`src/rtl/run_ctrl.sv`:
```
// Run controller for the BasicProcessor family: selects a program entry point,
// holds the core at it while Start is high, then gates the core until it halts or times out.
module run_ctrl #(
    parameter int PC_W      = 10,
    parameter int NUM_PROGS = 3,
    parameter int SEL_W     = 2,
    parameter int CT_W      = 16,
    parameter int TIMEOUT   = 0,
    parameter int RUNS_W    = 8
) (
    input  logic                    Clk,
    input  logic                    Reset,
    input  logic                    Start,
    input  logic [SEL_W-1:0]        ProgSel,
    input  logic [NUM_PROGS*PC_W-1:0] ProgBase,
    input  logic                    CoreDone,
    output logic                    PcLoad,
    output logic [PC_W-1:0]         PcLoadVal,
    output logic                    CoreRun,
    output logic                    Ack,
    output logic                    TimedOut,
    output logic                    BadSel,
    output logic [CT_W-1:0]         CycleCt,
    output logic [RUNS_W-1:0]       RunCount
);

    typedef enum logic [1:0] {IDLE, LOAD, RUN, DONE} state_t;

    localparam logic [CT_W-1:0] CT_MAX = '1;
    // A limit the counter can never reach (it saturates first) leaves the watchdog off.
    localparam bit TO_EN = (TIMEOUT > 0) &&
                           ((CT_W >= 32) || (64'(TIMEOUT) < (64'd1 << CT_W)));
    localparam logic [CT_W-1:0] TO_VAL = CT_W'(TIMEOUT);

    state_t state, stateNext;
    logic [SEL_W-1:0]  selReg, selNext;
    logic [CT_W-1:0]   cycleCt, cycleNext, cycleInc;
    logic              timedOut, timedOutNext;
    logic              badSel, badSelNext;
    logic [RUNS_W-1:0] runCount, runNext;
    logic              selOk;

    assign selOk    = int'(ProgSel) < NUM_PROGS;
    assign cycleInc = (cycleCt == CT_MAX) ? cycleCt : cycleCt + 1'b1;

    always_ff @(posedge Clk) begin
        if (Reset) begin
            state    <= IDLE;
            selReg   <= '0;
            cycleCt  <= '0;
            timedOut <= 1'b0;
            badSel   <= 1'b0;
            runCount <= '0;
        end else begin
            state    <= stateNext;
            selReg   <= selNext;
            cycleCt  <= cycleNext;
            timedOut <= timedOutNext;
            badSel   <= badSelNext;
            runCount <= runNext;
        end
    end

    always_comb begin
        stateNext    = state;
        selNext      = selReg;
        cycleNext    = cycleCt;
        timedOutNext = timedOut;
        badSelNext   = badSel;
        runNext      = runCount;
        case (state)
            IDLE, DONE: begin
                if (Start) begin
                    cycleNext    = '0;
                    timedOutNext = 1'b0;
                    if (selOk) begin
                        selNext    = ProgSel;
                        badSelNext = 1'b0;
                        stateNext  = LOAD;
                    end else begin
                        badSelNext = 1'b1;
                        stateNext  = DONE;
                    end
                end
            end
            LOAD: begin
                if (!Start) stateNext = RUN;
            end
            RUN: begin
                cycleNext = cycleInc;
                // A halt in the same cycle as the watchdog counts as a normal completion.
                if (CoreDone) begin
                    runNext   = runCount + 1'b1;
                    stateNext = DONE;
                end else if (TO_EN && (cycleInc == TO_VAL)) begin
                    timedOutNext = 1'b1;
                    stateNext    = DONE;
                end
            end
            default: stateNext = IDLE;
        endcase
    end

    assign PcLoad    = (state == LOAD);
    assign PcLoadVal = (state == LOAD) ? ProgBase[selReg*PC_W +: PC_W] : '0;
    assign CoreRun   = (state == RUN);
    assign Ack       = (state == DONE);
    assign TimedOut  = timedOut;
    assign BadSel    = badSel;
    assign CycleCt   = cycleCt;
    assign RunCount  = runCount;

endmodule

```
`config.mk`:
```
export PLATFORM = sky130hd
export DESIGN_NAME = run_ctrl
export DESIGN_NICKNAME = d
export VERILOG_FILES = /design/src/rtl/run_ctrl.sv
export SDC_FILE = /design/constraint.sdc
export NUM_CORES = 1
export LEC_CHECK = 0
export ABC_AREA = 1
export ABC_CLOCK_PERIOD_IN_PS = 3100
export CAP_MARGIN = 25
export CORE_MARGIN = 2
export CORE_UTILIZATION = 47
export DETAILED_ROUTE_END_ITERATION = 7
export PLACE_DENSITY_LB_ADDON = 0.12
export SETUP_SLACK_MARGIN = 0.02
export SYNTH_ARGS = -nofsm -noshare
export SYNTH_HDL_FRONTEND = slang
export SYNTH_SLANG_ARGS = --single-unit
```
`constraint.sdc`:
```
create_clock -name Clk -period 3.1 [get_ports Clk]
set_clock_uncertainty 0.15 [all_clocks]
set_input_delay 0.62 -clock Clk [delete_from_list [all_inputs] [get_ports Clk]]
set_output_delay 0.62 -clock Clk [all_outputs]
set_load 0.005 [all_outputs]
```
# Yosys cells after proc, flatten, opt, wreduce, memory -nomap -nowiden
# Cells that the tools add are included.
# op_classes
add_sub_neg	2
multipliers	1
order_cmp	1
eq_ne	8
shifts	1
mux	10
reduce_logical	8
# op_table
op	n
two-way mux 16 bit	2
one-hot mux 16 bit (2 select lines)	1
indexed part select 30 x 7 -> 10 bit	1
adder 16 x 1 -> 16 bit, second input constant	1
== test 16 bit, second input constant	1
two-way mux 10 bit	1
AND reduction 3 bit	3
adder 8 x 1 -> 8 bit, second input constant	1
two-way mux 2 bit	4
inequality test 2 bit, second input constant	4
one-hot mux 2 bit (3 select lines)	1
multiplier 2 x 3 -> 5 bit, second input constant	1
== test 2 bit, second input constant	2
AND reduction 2 bit	2
== test 2 x 1 -> 1 bit, second input constant	1
logical NOT 2 bit	1
< comparator 2 bit, second input constant	1
nonzero test 2 bit	1
OR reduction 2 bit	1
two-way mux 1 bit	1
# totals
register_bits	29
input_bits	36
output_inout_bits	39
word_cells	36

# Logic depth before layout (Yosys ltp)
# Gate-level depths: netlist of run 1.
# depth
depth_word	4
depth_mapped	12
depth_no_buf	11

# Worst setup path before layout of run 1
# No wires, ideal clock.
# synth_timing
path_kind	register to output
start	reg state[1]
end	out PcLoadVal[0]
t_arrival_ns	0.998
t_required_ns	2.330
setup_slack_ns	1.332
stages_incl_launch_ff	6
n_path_buf	1
cell_sequence	dfxtp_1 inv_1 ha_1 inv_1 clkbuf_1 a21oi_1
# synth_between
elab_chain_cells	2
# synth_rtl
element	line_no	source
start: declaration	35	state_t state, stateNext;
start signal: assignment	55	state <= stateNext;
== test 2 x 1 -> 1 bit	-	
named net PcLoad	17	output logic PcLoad,
two-way mux 10 bit	105	assign PcLoadVal = (state == LOAD) ? ProgBase[selReg*PC_W +: PC_W] : '0;
end: declaration	18	output logic [PC_W-1:0] PcLoadVal,
# The timed path passes the listed nets, and every way through them passes these cells.

# Worst setup path after layout of run 1
# layout_timing
start	reg selReg[1]
end	out PcLoadVal[9]
# layout_between
elab_chain_cells	3
# layout_rtl
element	line_no	source
start: declaration	36	logic [SEL_W-1:0] selReg, selNext;
start signal: assignment	56	selReg <= selNext;
multiplier 2 x 3 -> 5 bit	105	
indexed part select 30 x 7 -> 10 bit	105	
two-way mux 10 bit	105	
# No other way between the ends.

==> summary.txt, run 1 <==
Outcome
  • Status: complete, no violations

Pwr
  • Psw: 0.6359 mW
  • Internal power: 0.8940 mW
  • Switch share: 41.56%
  • Maximum vdd ir drop: 0.4118 mV
  • Logic pwr share: 49.4%
  • Seq pwr share: 30.3%
  • Leak Pwr: 1.070 nW
  • P per Cell Area: 554.0 nW/um^2
  • Clock power share: 20.3%

Global routing
  • Vias in the first global route: 1868
  • Largest net degree at the start of global routing: 15
  • Overflow after GRT: 0
  • Antenna violations before repair: 0
  • First-pass GRT wire length: 8521 um
  • All-layer global routing usage: 24.48%

Critical path
  • R2R setup slack: 1.11 ns
  • CP Capture Type: output pin
  • Crit path DAT: 1.98 ns
  • Worst R2R End: CycleCt[14]
  • R2R Path Start: state[0]
  • Max Fanout on Critical Path: 11
  • Crit path required time: 2.33 ns
  • WS Path Type: reg2out
  • Cell depth of the worst flop-to-flop path: 10
  • CP startpoint: selReg[1]
  • CP Launch Type: flip-flop
  • CP Capture Point: PcLoadVal[9]

Floorplan
  • Initial cell density of the core: 48.40%
  • I/O Pins: 75
  • Placement Rows: 23
  • Core Region: 3943 um^2
  • Die Area: 4585 um^2
  • Die width: 67.72 um
  • Die H: 67.72 um

Synthesis
  • Synth top cells by count: nand2_1, nor2_1, inv_1
  • Ys Warns: 0
  • Mapped Avg Cell Area: 6.096 um^2
  • Sequential area share after synthesis: 30.43%
  • Synth Cell Area: 1908 um^2
  • Main combinational cell family by area after synthesis: simple AND/OR/NAND/NOR gates
  • Number of synthesized flops with an enable pin: 0
  • Top FF cell, synth: dfxtp_1
  • Post-synth cell types: 29
  • Mux contribution to synthesized area: 0%
  • Area fraction in compound gates after synthesis: 17.57%
  • Most common cell in the netlist: nand2_1
  • Synth Area in Adders: 3.279%
  • Share of the synthesized area in the top cell type: 30.43%
  • Top cells by area, synth: dfxtp_1, nand2_1, nor2_1
  • Number of synthesized register bits: 29
  • Post-synthesis instance total: 313
  • XOR/XNOR Fraction of Synth Area: 0.4590%
  • Simple-gate share of the synthesized area: 38.82%
  • Post-synthesis async set-or-reset flop share: 0%
  • Yosys top cell by area: dfxtp_1
  • Syn nets: 354

Timing
  • Post-route clock period utilization: 88.55%
  • Final hold vios: 0
  • RSZ-0062 raised after global routing: no
  • TNS Setup: 0 ns
  • # setup viols final: 0
  • Final min period: 2.745 ns
  • Setup ws final: 0.3550 ns
  • WHS: 0.3483 ns
  • Final Slew Violations: 0
  • Fmax: 364.3 MHz

Cells and area
  • Area Growth Syn to Fin: 44.72%
  • Antenna Cells: 0
  • Layout cells sized above 1: 6.443%
  • Fillers: 363
  • Layout net count: 428

Clock tree
  • Cts repair resizes: 0
  • Clock sinks: 29
  • CTS max path bufs: 2
  • TritonCTS clock tree: done
  • Cts hold-fix bufs: 0
  • Clock insertion delay at the later pin of the skew report: 0.29 ns
  • H-tree levels: 2
  • Total CTS buffers: 5
  • Post-CTS setup buffer count: 0
  • Clock root cell: clkbuf_8
  • Reg clk slew, reported paths: 0.07 ns

Placed design
  • Port bufs: 73
  • Final Wtd Congestion: 0.9460
  • Detailed placer's ending HPWL: 4149 um
  • Placement Setup Slack: 0.3713 ns

Route
  • Routed len/inst: 12.48 um
  • DRC: 0
  • Routed vias/inst: 5.037
  • Routed Wire Length: 5465 um
  • Routed via count: 2206
  • First-pass DRT Iterations: 4
  • DR iter-0 viols: 140
  • Antenna viol nets, final: 0

Min path
  • Hold path depth: 2
  • Hold_sp: RunCount[2]
  • Hold crit path type: reg2reg

Run
  • Max_cap viols: 0
-- area by class of cell --
type                       instances  area [um^2]  area share [%]
inverter                          34        127.6           4.622
tap                               50        62.56           2.266
multi-input combinational        241         1151           41.69
sequential                        29        580.6           21.02
clock buffer                       5        68.82           2.492
timing repair buffer              76        753.2           27.28
clock inverter                     3        17.52          0.6343
-- cell families (layout without fill, tap and decap cells) --
group / Yosys count / in the layout
xor+xnor: 1 / 1
compound gates: 65 / 65
buf+inv: 43 / 118
fa+ha+maj: 5 / 5
other cells: 1 / 1
simple gates: 169 / 169
flops: 29 / 29
-- power groups by stage --
stage                     Sequential [mW]  Clock, mW  Combinational (mW)
after floorplan                     0.445          0               0.479
after global placement              0.470          0               0.743
after detailed placement            0.472          0               0.753
after CTS                           0.463      0.317               0.756
after global routing                0.472      0.332               0.848
final                               0.463      0.310               0.756
-- critical path, cell delays in order, from the launching register on --
cell	delay, ns
dfxtp_1	0.58
inv_1	0.10
nor2_1	0.10
buf_4	0.18
nand2_1	0.08
a21oi_1	0.14
clkdlybuf4s50_1	0.51
-- cell usage in the layout (no fill, tap or decap), drive strengths merged --
cell type	n
a21boi	1
a21oi	29
buf	3
clkbuf	5
clkdlybuf4s50	73
clkinv	2
clkinvlp	1
conb	1
dfxtp	29
ha	5
inv	34
nand2	77
nand3	19
nand4	4
nor2	65
nor3	3
nor3b	1
o21a	1
o21ai	32
o21bai	2
xor2	1
-- sequential cells by signal, summed over array words and instances, names as in the netlist --
name      cells
BadSel        1
CycleCt      16
RunCount      8
selReg        2
state         2
-- routing by layer --
metal	wire length, um	vias up	track usage (%)
met5	0	-	0
met4	68	0	8.163
met3	457	5	6.500
met2	2423	75	36.89
met1	2516	973	33.60
li1	-	1153	-
-- worst min path at each step --
stage	to	slack, ns
after detailed placement	RunCount[2]	0.34
after floorplan	selReg[1]	0.30
after global placement	RunCount[2]	0.34
after global routing	RunCount[7]	0.38
final	RunCount[2]	0.35
after CTS	RunCount[2]	0.35
-- metrics by stage --
step / cell area, um^2 / power (mW) / instances / util [%]
6_report: 2761 / 1.530 / 438 / 70.04
3_5_place_dp: 2675 / 1.225 / 430 / 67.85
3_3_place_gp: 2675 / 1.213 / 430 / 67.85
5_1_grt: 2761 / 1.652 / 438 / 70.04
4_1_cts: 2761 / 1.536 / 438 / 70.04
2_1_floorplan: 1908 / 0.9246 / 313 / -
Note: power is estimated with default switching activity, not from simulation.
==> run 2, diff against run 1 <==
Settings changed: GPL_TIMING_DRIVEN from default to 0.
==> run 2 against run 1 <==
Against the previous run:
- power rose by 2.2%
- critical path depth did not move
- global-route usage increased by 0.73 points
- sequential cell count is the same
- highest routed layer unchanged
- hold slack got worse by 0.025 ns
- clock power barely moved
- via count increased by 3.7%
- largest power group unchanged
==> summary.txt, run 2 (synthesis results as in run 1) <==
Outcome
  • Status: complete, no violations

Global routing
  • All-layer global routing usage: 25.21% (+0.73 points)
  • Largest net degree at the start of global routing: 11 (-4)
  • First-pass GRT wire length: 8673 um (+1.8%)
  • Antenna violations before repair: 0 (unchanged)
  • Overflow after GRT: 0 (unchanged)
  • Vias in the first global route: 1877 (+0.48%)

Timing
  • Fmax: 363.4 MHz (-0.24%)
  • Final Slew Violations: 0 (unchanged)
  • TNS Setup: 0 ns (unchanged)
  • Final hold vios: 0 (unchanged)
  • Worst Tran Pin Value: 0.6511 ns
  • Post-route clock period utilization: 88.76% (+0.21 points)
  • Final min period: 2.752 ns (+0.006551 ns)
  • # setup viols final: 0 (unchanged)
  • Relative slew slack: 56.43%
  • RSZ-0062 raised after global routing: no

Cells and area
  • Largest register FFs: 16 (unchanged)
  • Fillers: 370 (+1.9%)
  • Layout Cells excl Fill: 444 (+1.4%)
  • Layout cells sized above 1: 6.091% (-0.35 points)
  • Commonest non-fill, non-tap cells in the layout: nand2_1, clkdlybuf4s50_1, nor2_1
  • Antenna Cells: 0 (unchanged)
  • Layout net count: 434 (+1.4%)
  • Area Growth Syn to Fin: 45.90%

Critical path
  • Crit path DAT: 1.98 ns (about the same)
  • R2R setup slack: 1.05 ns (-0.06 ns)
  • Max Fanout on Critical Path: 1 (-10)
  • CP Capture Type: output pin
  • WS Path Type: in2out
  • CP Launch Type: input pin
  • Crit path required time: 2.33 ns (about the same)

Floorplan
  • Die Area: 4585 um^2 (unchanged)
  • Die H: 67.72 um (unchanged)
  • Initial cell density of the core: 48.40% (unchanged)
  • I/O Pins: 75 (unchanged)
  • Placement Rows: 23 (unchanged)
  • Core Region: 3943 um^2 (unchanged)
  • Die width: 67.72 um (unchanged)

Clock tree
  • H-tree levels: 2 (unchanged)
  • Cts repair resizes: 0 (unchanged)
  • Total CTS buffers: 5 (unchanged)
  • TritonCTS clock tree: done
  • Post-CTS setup buffer count: 0 (unchanged)
  • Clock insertion delay at the later pin of the skew report: 0.29 ns (about the same)
  • CTS max path bufs: 2 (unchanged)
  • Reg clk slew, reported paths: 0.06 ns (about the same)
  • Cts hold-fix bufs: 0 (unchanged)
  • Clock root cell: clkbuf_8
  • Clock sinks: 29 (unchanged)

Route
  • Antenna viol nets, final: 0 (unchanged)
  • Routed via count: 2287 (+3.7%)
  • Routed vias/inst: 5.151 (+2.3%)
  • DR iter-0 viols: 164 (+17%)
  • Routed len/inst: 12.75 um (+2.2%)
  • DRC: 0 (unchanged)
  • Routed Wire Length: 5660 um (+3.6%)
  • First-pass DRT Iterations: 5 (+1)

Pwr
  • P per Cell Area: 561.9 nW/um^2 (+1.4%)
  • Leak Pwr: 1.080 nW (+0.93%)
  • Maximum vdd ir drop: 0.3437 mV (-17%)

Min path
  • Hold crit path type: reg2reg

Placed design
  • Inst Count DP: 436 (+1.4%)
  • Final Wtd Congestion: 0.9019 (-4.7%)
  • Detailed placer's ending HPWL: 4244 um (+2.3%)
  • Port bufs: 73 (unchanged)

Run
  • Max_cap viols: 0 (unchanged)
[run 2: changes by cell type in the layout (fill, tap and decap cells not counted)]
cell        change
buf_1           +1
clkinvlp_4      -1
buf_6           +1
clkbuf_1        +6
buf_4           -1
[run 2: final timing paths]
check                           cells past startpoint        start      endpoint
worst max register to register                      9     state[0]   CycleCt[13]
worst min-delay path                                2    selReg[1]     selReg[1]
worst max-delay path                                6  ProgBase[6]  PcLoadVal[6]
worst min register to register                      2    selReg[1]     selReg[1]
[run 2: metrics by stage]
stage	worst slack, ns	util, %	hold WS [ns]	area [um^2]	total power [mW]
final	0.3484	70.61	0.3230	2784	1.564
after global routing	0.1732	70.61	0.3564	2784	1.677
after CTS	0.3240	70.61	0.3258	2784	1.570
after floorplan	1.332	-	0.2978	1908	0.9246
after global placement	0.3809	68.52	0.3130	2701	1.247
after detailed placement	0.3638	68.52	0.3163	2701	1.257
[run 2: area by class of cell]
class | count | area, um^2 | share of cell area, %
tap | 50 | 62.56 | 2.247
inverter | 34 | 127.6 | 4.584
timing repair buffer | 73 | 730.7 | 26.25
clock inverter | 2 | 10.01 | 0.3596
buffer | 9 | 48.80 | 1.753
clock buffer | 6 | 72.57 | 2.607
sequential | 29 | 580.6 | 20.85
multi-input combinational | 241 | 1151 | 41.35
[run 2: where the power goes]
part / internal [mW] / switching, mW
Clock: 0.155 / 0.155
Sequential: 0.410 / 0.0316
Combinational: 0.346 / 0.466
Total: 0.912 / 0.652
[run 2: layer usage]
layer	track usage, %	vias to the layer above	part of all wire, %
met1	33.74	1044	45
met4	9.949	0	1.4
met2	38.97	73	47
met3	5.833	7	7.4
li1	-	1163	-
met5	0	-	0
[run 2: worst max-delay path, stage by stage]
cell and delay (ns):
clkdlybuf4s50_1 0.46, nor2_1 0.04, nor2_1 0.10, o21ai_0 0.09, a21oi_1 0.16, clkdlybuf4s50_1 0.52
==> run 3, diff against run 2 <==
Settings changed: CAP_MARGIN 25 to default.
==> results of run 3 <==
No change in the layout: final DEF, timing and power equal those of run 2.
